`config.mk`:
```
export PLATFORM = sky130hd
export DESIGN_NAME = merge2_arbiter
export DESIGN_NICKNAME = d
export VERILOG_FILES = /design/src/rtl/merge2_arbiter.sv
export SDC_FILE = /design/constraint.sdc
export NUM_CORES = 1
export LEC_CHECK = 0
export ABC_AREA = 1
export CAP_MARGIN = 20
export CORE_ASPECT_RATIO = 0.8
export CORE_MARGIN = 2
export CORE_UTILIZATION = 35
export DETAILED_ROUTE_END_ITERATION = 8
export PLACE_DENSITY_LB_ADDON = 0.25
export SLEW_MARGIN = 5
export SYNTH_ARGS = -nofsm -noshare
export SYNTH_HDL_FRONTEND = slang
export SYNTH_SLANG_ARGS = --single-unit
export TNS_END_PERCENT = 20
```
`constraint.sdc`:
```
create_clock -name CLK -period 1.4 [get_ports CLK]
set_clock_uncertainty 0.1 [all_clocks]
set_input_delay 0.14 -clock CLK [delete_from_list [all_inputs] [get_ports CLK]]
set_output_delay 0.14 -clock CLK [all_outputs]
set_load 0.01 [all_outputs]
```
`src/rtl/merge2_arbiter.sv`:
```
// merge2_arbiter: merges two packet streams onto one output channel using
// round-robin arbitration. Each forwarded packet is preceded by a 1-bit
// winner token on its own channel, so the token always completes first.
// Optional build macro: MERGE2_PKT_COUNT_EN adds per-input 16-bit counters
// (cnt0/cnt1) of packets delivered on the output channel.
module merge2_arbiter #(
  parameter int W       = 9,
  parameter bit RR_INIT = 1'b0
) (
  input  logic         CLK,
  input  logic         _RESET,
  input  logic [W-1:0] in0_data,
  input  logic         in0_valid,
  output logic         in0_ready,
  input  logic [W-1:0] in1_data,
  input  logic         in1_valid,
  output logic         in1_ready,
  output logic         win_data,
  output logic         win_valid,
  input  logic         win_ready,
  output logic [W-1:0] out_data,
  output logic         out_valid,
  input  logic         out_ready
`ifdef MERGE2_PKT_COUNT_EN
  ,
  output logic [15:0]  cnt0,
  output logic [15:0]  cnt1
`endif
);

  typedef enum logic [1:0] {
    IDLE   = 2'd0,
    SEND_W = 2'd1,
    SEND_D = 2'd2
  } state_t;

  state_t       state_q, state_d;
  logic [W-1:0] pkt_q, pkt_d;
  logic         win_q, win_d;
  logic         prio_q, prio_d;

  logic         grant0, grant1;
  logic         acc0, acc1;

  // Grant: a lone requester wins; on contention the favoured input wins.
  always_comb begin
    grant0 = in0_valid & (~in1_valid | ~prio_q);
    grant1 = in1_valid & (~in0_valid |  prio_q);
  end

  // Readies only in IDLE and never while reset is asserted.
  assign in0_ready = (state_q == IDLE) & grant0 & ~_RESET;
  assign in1_ready = (state_q == IDLE) & grant1 & ~_RESET;
  assign acc0      = in0_valid & in0_ready;
  assign acc1      = in1_valid & in1_ready;

  // Next-state and output decode; outputs are zero outside their phase.
  always_comb begin
    state_d   = state_q;
    pkt_d     = pkt_q;
    win_d     = win_q;
    prio_d    = prio_q;
    win_valid = 1'b0;
    win_data  = 1'b0;
    out_valid = 1'b0;
    out_data  = '0;
    unique case (state_q)
      IDLE: begin
        if (acc0) begin
          pkt_d   = in0_data;
          win_d   = 1'b0;
          prio_d  = 1'b1;
          state_d = SEND_W;
        end else if (acc1) begin
          pkt_d   = in1_data;
          win_d   = 1'b1;
          prio_d  = 1'b0;
          state_d = SEND_W;
        end
      end
      SEND_W: begin
        win_valid = 1'b1;
        win_data  = win_q;
        if (win_ready) state_d = SEND_D;
      end
      SEND_D: begin
        out_valid = 1'b1;
        out_data  = pkt_q;
        if (out_ready) state_d = IDLE;
      end
      default: state_d = IDLE;
    endcase
  end

  // State, packet, winner and priority registers.
  always_ff @(posedge CLK) begin
    if (_RESET) begin
      state_q <= IDLE;
      pkt_q   <= '0;
      win_q   <= 1'b0;
      prio_q  <= RR_INIT;
    end else begin
      state_q <= state_d;
      pkt_q   <= pkt_d;
      win_q   <= win_d;
      prio_q  <= prio_d;
    end
  end

`ifdef MERGE2_PKT_COUNT_EN
  logic [15:0] cnt0_q, cnt1_q;

  // Count packets per source when they leave on the output channel.
  always_ff @(posedge CLK) begin
    if (_RESET) begin
      cnt0_q <= '0;
      cnt1_q <= '0;
    end else if (state_q == SEND_D && out_ready) begin
      if (win_q) cnt1_q <= cnt1_q + 16'd1;
      else       cnt0_q <= cnt0_q + 16'd1;
    end
  end

  assign cnt0 = cnt0_q;
  assign cnt1 = cnt1_q;
`else
  // No packet counters in this build.
`endif

endmodule

```
# After elaboration in Yosys (flattened, before gate mapping)
# Cells that the tools add are included.
# word_totals
ff_bits,13
out_inout_bits,14
input_bits,24
wordCells,42
# classes
bitwise_logic,14
reduce_logical,4
eq_ne,5
n_mux,15
# op_table
operator,count
$mux W9,3
$and A1 B1 Y1,8
$mux W2,4
$mux W1,7
$pmux W2 S3,1
$ne A2 B2 Y1 const B,2
$not A1 Y1,4
$ne A3 B3 Y1 const B,1
$reduce_and A3 Y1,1
$eq A2 B1 Y1 const B,1
$eq A2 B2 Y1 const B,1
$logic_not A2 Y1,1
$or A1 B1 Y1,2
$reduce_and A2 Y1,1
$reduce_bool A2 Y1,1

# Logic depth before layout (Yosys ltp)
# Gate-level depths: netlist of the first run.
# depth
ltp_word,9
depth_mapped,8
mapped_depth_nobuf,7

# Worst setup path after synthesis of the first run
# OpenSTA, ideal clock, no wires.
# synth_timing
path_kind,reg-to-output
start,register state_q[1]
end,output port in1_ready
slack_ns,0.201
arrival_time_ns,0.959
stages_incl_launch_ff,5
cell_sequence,dfxtp_1 -> nor2_2 -> buf_2 -> nand2_1 -> nor2_1
# synth_between
elab_chain_len,3
# synth_rtl
item,line,rtl
from (decl),37,"state_t state_q, state_d;"
from (signal assigned),103,state_q <= state_d;
$logic_not A2 Y1,53,assign in1_ready = (state_q == IDLE) & grant1 & ~_RESET;
$and A1 B1 Y1 (2 in a row),53,
to (decl),17,"output logic in1_ready,"
# Every way passes these cells.

# Worst setup path after layout of the first run
# layout_timing
start,register state_q[1]
end,output port out_data[3]
# layout_between
elab_chain_len,2
# layout_rtl
item,line,rtl
$eq A2 B2 Y1,67,unique case (state_q)
$mux W9,67,
to (decl),21,"output logic [W-1:0] out_data,"
# Every way passes these cells.

==> flow_summary.rst, run 1 <==
.. list-table::
   :header-rows: 1

   * - Metric
     - Value
   * - Iteration count of the initial detailed-routing pass
     - 4
   * - Cell with the biggest individual delay on the critical path
     - dfxtp_2
   * - Area delta synth->final
     - 53.48%
   * - Register cell area after layout
     - 264.0 sq um
   * - Starting DRT DRC Count
     - 18
   * - Number of buffers inserted for hold repair after clock tree synthesis
     - 0
   * - Multi-input gate area in the final layout
     - 509.2 sq um
   * - Detailed-route wire length per cell
     - 11.46 um
   * - Remaining design rule violation count
     - 0
   * - RSZ-0062 raised after global routing
     - true
   * - Overall routed net length
     - 2383 um
   * - Hold/Removal Path Class
     - in -> reg
   * - Worst-case vdd ir drop
     - 320.2 uV
   * - Total gr overflow
     - 0
   * - Clock sinks
     - 13
   * - Net count reported at finish
     - 206
   * - Total power divided by cell area
     - 802.0 nW/um^2
   * - Total half-perimeter wirelength after legalization and detailed placement
     - 1729 um
   * - Global-route wire length before repair
     - 3912 um
   * - Data arrival time of the worst path
     - 1140 ps
   * - Sequential fraction of the synthesis area
     - 30.14%
   * - Slew Viols, Final
     - 0
   * - Clock transition at path regs
     - 80 ps
   * - Number of antenna repair diodes
     - 0
   * - Shortest clock period the worst path allows after layout
     - 1384 ps
   * - Hold Slack
     - 362.7 ps
   * - Buffer levels on the longest clock path
     - 2
   * - Share of post-route cells with drive strength above 1
     - 28.73%
   * - Status
     - complete, no violations
   * - Transition time of the tightest slew-check pin
     - 173.6 ps
   * - Total of buffers placed on input and output ports
     - 37
   * - Number of maximum-capacitance constraint violations
     - 0
   * - Vertical die dimension
     - 48.42 um
   * - TritonCTS clock tree
     - built
   * - Critical Path Source Type
     - flop
   * - Required time worst endpoint
     - 1160 ps
   * - Count of warnings emitted by yosys
     - 0
   * - H-tree level count
     - 1
   * - I/O pin count
     - 38
   * - Root buffer cell
     - clkbuf_4
   * - Number of antenna violations at the first check in global routing
     - 0
   * - Most used cells in the layout excluding fill and tap cells
     - 36 x nand2_1, 28 x nor2_1, 23 x clkdlybuf4s50_1
   * - Count of final hold-check violations
     - 0
   * - Synth Instances
     - 135
   * - Endpoint type of the worst setup path
     - output port
   * - Critical path start-end classification
     - reg -> out
   * - Slowest cell delay on critical path
     - 360 ps
   * - Critical path cell sequence
     - inv_1, nor2_4, inv_4, nor2_1, clkbuf_2
   * - Worst slew margin relative to its limit
     - 88.42%
   * - Pin count of the biggest net entering global routing
     - 13
   * - Std-Cell Rows
     - 16
   * - Synth unique cells
     - 19
   * - Synthesized area divided by synthesized cell count
     - 6.395 sq um
   * - Total routing resource utilization after global routing
     - 17.46%
   * - Total of flip-flops plus latches after synthesis
     - 13
   * - Final cycle utilization of the critical path
     - 98.88%
   * - Routability congestion estimate
     - 0.7489
   * - Post-synthesis cell area
     - 863.3 sq um
   * - Antenna Violating Nets Remaining
     - 0
   * - Number of buffers created by CTS
     - 3
   * - X dimension of the die
     - 59.53 um
   * - Max Freq
     - 0.7224 GHz
   * - DR vias
     - 972
   * - Final setup violating endpoints
     - 0
   * - Static Leak
     - 0.6910 nW
   * - Leading cell type in the layout, fill and taps excluded
     - nand2_1
   * - CP max FO
     - 10
   * - Overall power
     - 1.063 mW
   * - Vias in the first global route
     - 919
   * - Fillers
     - 236
   * - Die Area
     - 2882 sq um
   * - Number of vias per cell
     - 4.673
   * - Area of the core region
     - 2402 sq um
   * - Starting density of the core
     - 35.94%
   * - Synth Net Count
     - 159
   * - Clk Latency, worst-skew pair
     - 270 ps
-- where the power goes --
group / total (mW) / internal, mW / switching (mW)
registers: 0.431 / 0.412 / 0.0186
clock network: 0.238 / 0.110 / 0.127
logic: 0.394 / 0.193 / 0.201
-- area by class of cell --
| class | count | share of cell area, % |
|---|---|---|
| clock buffers | 4 | 1.983 |
| inverters | 19 | 5.571 |
| multi-input cells | 97 | 38.43 |
| flip-flops and latches | 13 | 19.92 |
| well taps | 27 | 2.550 |
| repair buffers | 48 | 31.54 |
-- synth_stat cells --
master / instances / area [sq um]
nand2_2: 1 / 6.260
inv_2: 3 / 11.26
nand4_1: 9 / 56.30
buf_4: 1 / 7.510
nand3_4: 1 / 17.52
inv_1: 16 / 60.06
nor2_2: 2 / 12.51
o21ai_1: 1 / 5.000
clkbuf_1: 2 / 7.510
nand2_1: 36 / 135.1
dfxtp_1: 13 / 260.3
nand3_1: 2 / 10.01
buf_6: 2 / 22.52
buf_2: 1 / 5.000
nor2_8: 1 / 20.02
or2_1: 1 / 6.260
a21oi_1: 2 / 10.01
nand3_2: 9 / 90.09
nor2_1: 32 / 120.1
-- registers in the layout, summed over array words and instances (netlist names) --
register	flops
state_q	2
prio_q	1
win_q	1
pkt_q	9
-- per-layer routing --
metal | share of wire [%] | vias up | global-route usage [%]
li1 | - | 508 | -
met1 | 46 | 430 | 22.64
met2 | 47 | 32 | 28.75
met3 | 5.8 | 2 | 2.139
met4 | 0.80 | 0 | 7.407
met5 | 0 | - | 0
-- cell families (layout without fill, tap and decap cells) --
group           count (synthesis)  count (layout)  synth area share, %
compound gates                  3               3                1.739
buf+inv                        25              71                13.19
simple gates                   94              94                54.93
flops                          13              13                30.14
-- worst paths after layout --
check	cells after the start	start	endpoint	slack, ps
max	5	state_q[1]	out_data[3]	20
min	3	win_ready	state_q[1]	360
max reg2reg	8	state_q[0]	pkt_q[4]	60
min reg2reg	2	win_q	win_q	370
-- through the flow --
step | TNS (ps) | setup WS [ps] | instances | instance area (sq um) | util (%)
after floorplan | 0 | 201.0 | 135 | 863.3 | -
after global placement | -2629 | -186.2 | 204 | 1333 | 55.47
after detailed placement | -3448 | -221.9 | 204 | 1333 | 55.47
after CTS | -992.8 | -118.1 | 208 | 1348 | 56.09
after global routing | -647.7 | -74.16 | 208 | 1325 | 55.16
final | 0 | 15.70 | 208 | 1325 | 55.16
-- critical path, delay by kind of cell, from the launching register on --
family | cells | cell delay (ps)
flops | 1 | 360
buf+inv | 3 | 300
simple gates | 2 | 210
-- timing repair --
action                                  in CTS  in global routing
endpoints found under the setup margin      14                 23
gates resized for setup                     19                 39
setup buffers                                0                  0
Note: power is estimated with default switching activity, not from simulation.
==> run 2: changes to the inputs <==
Settings changed: CORE_MARGIN 2 to 1.
==> run 2 against run 1 <==
Net effect:
- the flow now finishes with violations (design-rule violations)
- via count grew 2.6%
- sequential power about the same
- combinational power barely moved
- flip-flop and latch count stayed put
==> flow_summary.rst, run 2 (same netlist as run 1, synthesis figures left out) <==
.. list-table::
   :header-rows: 1

   * - Metric
     - Value
   * - Clock transition at path regs
     - 80 ps
   * - Total gr overflow
     - 0
   * - Vias in the first global route
     - 850
   * - Buffer levels on the longest clock path
     - 2
   * - Number of antenna violations at the first check in global routing
     - 0
   * - Hold/Removal Path Class
     - in -> reg
   * - Worst slew margin relative to its limit
     - 87.96%
   * - Clk Latency, worst-skew pair
     - 280 ps
   * - Status
     - finished with violations
   * - Slew Viols, Final
     - 0
   * - Number of maximum-capacitance constraint violations
     - 0
   * - Root buffer cell
     - clkbuf_4
   * - Top cell family by delay on the critical path
     - flip-flops
   * - Count of cells along the worst register-to-register path
     - 8
   * - Max Freq
     - 0.7203 GHz
   * - Area of the core region
     - 2233 sq um
   * - Static Leak
     - 0.6989 nW
   * - Starting DRT DRC Count
     - 30
   * - Sw Ratio
     - 32.52%
   * - Number of vias per cell
     - 4.816
   * - Total of buffers placed on input and output ports
     - 37
   * - Critical R2R Capture
     - pkt_q[8]
   * - Overall routed net length
     - 2337 um
   * - Critical path start-end classification
     - reg -> out
   * - Starting density of the core
     - 38.66%
   * - Worst setup path startpoint
     - state_q[1]
   * - Transition time of the tightest slew-check pin
     - 180.3 ps
   * - Clock network fraction of total power
     - 22.4%
   * - CP max FO
     - 10
   * - Number of buffers created by CTS
     - 3
   * - Share of post-route cells with drive strength above 1
     - 28.02%
   * - Iteration count of the initial detailed-routing pass
     - 6
   * - Worst-case vdd ir drop
     - 436.7 uV
   * - Antenna Violating Nets Remaining
     - 0
   * - Detailed-route wire length per cell
     - 11.29 um
   * - TritonCTS clock tree
     - built
   * - Vertical die dimension
     - 46.42 um
   * - Register share of total power
     - 40.4%
   * - Total power divided by cell area
     - 799.4 nW/um^2
   * - Total half-perimeter wirelength after legalization and detailed placement
     - 1721 um
   * - Total routing resource utilization after global routing
     - 18.28%
   * - H-tree level count
     - 1
   * - Data arrival time of the worst path
     - 1150 ps
   * - Worst reg2reg startpoint
     - state_q[0]
   * - Multi-input gate area in the final layout
     - 501.7 sq um
   * - Number of antenna repair diodes
     - 0
   * - Routability congestion estimate
     - 0.7536
   * - Design internal power
     - 0.7148 mW
   * - Hold Slack
     - 343.4 ps
   * - DR vias
     - 997
   * - X dimension of the die
     - 57.53 um
   * - Required time worst endpoint
     - 1160 ps
   * - Worst-case setup margin in the final layout
     - 11.75 ps
   * - Area delta synth->final
     - 53.48%
   * - Post-placement worst setup slack
     - -280.7 ps
   * - Count of placed standard cells in the final layout, fillers left out
     - 207
   * - Count of final hold-check violations
     - 0
   * - Net count reported at finish
     - 207
   * - Register cell area after layout
     - 266.5 sq um
   * - Die Area
     - 2670 sq um
   * - Critical path cell sequence
     - inv_2, nor2_4, inv_4, nor2_1, buf_2
   * - Switching pwr
     - 0.3444 mW
   * - I/O pin count
     - 38
   * - Std-Cell Rows
     - 15
   * - Fillers
     - 230
   * - Violated checks
     - design-rule violations
   * - RSZ-0062 raised after global routing
     - true
   * - Share of total power in combinational logic
     - 37.2%
   * - Clock sinks
     - 13
   * - Endpoint type of the worst setup path
     - output port
   * - Pin count of the biggest net entering global routing
     - 13
   * - Final cycle utilization of the critical path
     - 99.16%
   * - Capture point of the critical path
     - out_data[3]
   * - Critical path depth
     - 5
   * - Total placed cells including tap cells
     - 203
   * - Remaining design rule violation count
     - 1
   * - Critical Path Source Type
     - flop
   * - Largest register FFs
     - 9
   * - Biggest registers after layout
     - pkt_q (9), state_q (2)
   * - Slack of the worst reg-to-reg path
     - 30 ps
   * - Number of buffers inserted for hold repair after clock tree synthesis
     - 0
   * - Final setup violating endpoints
     - 0
   * - Register bank with the most flops
     - pkt_q
   * - Total buffers and inverters traversed by the critical path
     - 3
   * - Most used cells in the layout excluding fill and tap cells
     - 36 x nand2_1, 31 x nor2_1, 23 x clkdlybuf4s50_1
   * - Shortest clock period the worst path allows after layout
     - 1388 ps
   * - Global-route wire length before repair
     - 3581 um
   * - Post-CTS Repair Setup Buffers
     - 0
   * - Leading cell type in the layout, fill and taps excluded
     - nand2_1
   * - Cell with the biggest individual delay on the critical path
     - dfxtp_4
   * - Setup tns final
     - 0 ps
   * - Slowest cell delay on critical path
     - 370 ps
[run 2: changes by cell type in the layout (fill, tap and decap cells not counted)]
cell      change
nor2_2        -3
dfxtp_2       -1
buf_2         +6
nor2_1        +3
inv_1         -1
clkbuf_2      -6
buf_4         +1
inv_2         +1
dfxtp_4       +1
[run 2: worst min path at each step]
stage                       to  cells past startpoint       from
floorplan           state_q[1]                      1     _RESET
global placement         win_q                      2      win_q
detailed placement       win_q                      2      win_q
CTS                 state_q[1]                      3  win_ready
global route        state_q[1]                      3  win_ready
finish              state_q[1]                      3  win_ready
[run 2: timing repair]
action,4_1_cts,5_1_grt
resized for setup,48,15
pin swaps,0,3
endpoints found under the setup margin,14,22
endpoints found under the hold margin,0,0
[run 2: per-stage QoR]
step	power [mW]	instance area [sq um]	utilization [%]
floorplan	0.6568	863.3	-
global placement	0.8135	1338	59.89
detailed placement	0.8250	1338	59.89
CTS	1.056	1339	59.94
global route	1.123	1325	59.33
finish	1.059	1325	59.33
[run 2: metal layers]
| metal | vias up | routed length, um | share of wire, % | track usage, % |
|---|---|---|---|---|
| met5 | - | 0 | 0 | 0 |
| met4 | 0 | 0 | 0 | 1.463 |
| met3 | 0 | 128 | 5.5 | 5.899 |
| met2 | 22 | 1272 | 54 | 36.28 |
| met1 | 464 | 936 | 40 | 19.97 |
| li1 | 511 | - | - | - |
[run 2: tightest hold or removal path, cell delays in order]
cell and delay, ps:
clkdlybuf4s50_1 420, nand2_1 70, a21oi_1 50
[run 2: cell type report]
class                           instances  area share [%]
Sequential cell                        13           20.11
Inverter                               19           5.571
Timing Repair Buffer                   49           32.11
Tap cell                               25           2.361
Multi-Input combinational cell         97           37.87
Clock buffer                            4           1.983
[run 2: power by group through the flow]
| stage | logic, mW | clock network, mW | registers [mW] |
|---|---|---|---|
| 2_1_floorplan | 0.226 | 0 | 0.431 |
| 6_report | 0.394 | 0.237 | 0.428 |
| 3_3_place_gp | 0.381 | 0 | 0.433 |
| 4_1_cts | 0.388 | 0.241 | 0.426 |
| 5_1_grt | 0.432 | 0.259 | 0.432 |
| 3_5_place_dp | 0.392 | 0 | 0.433 |
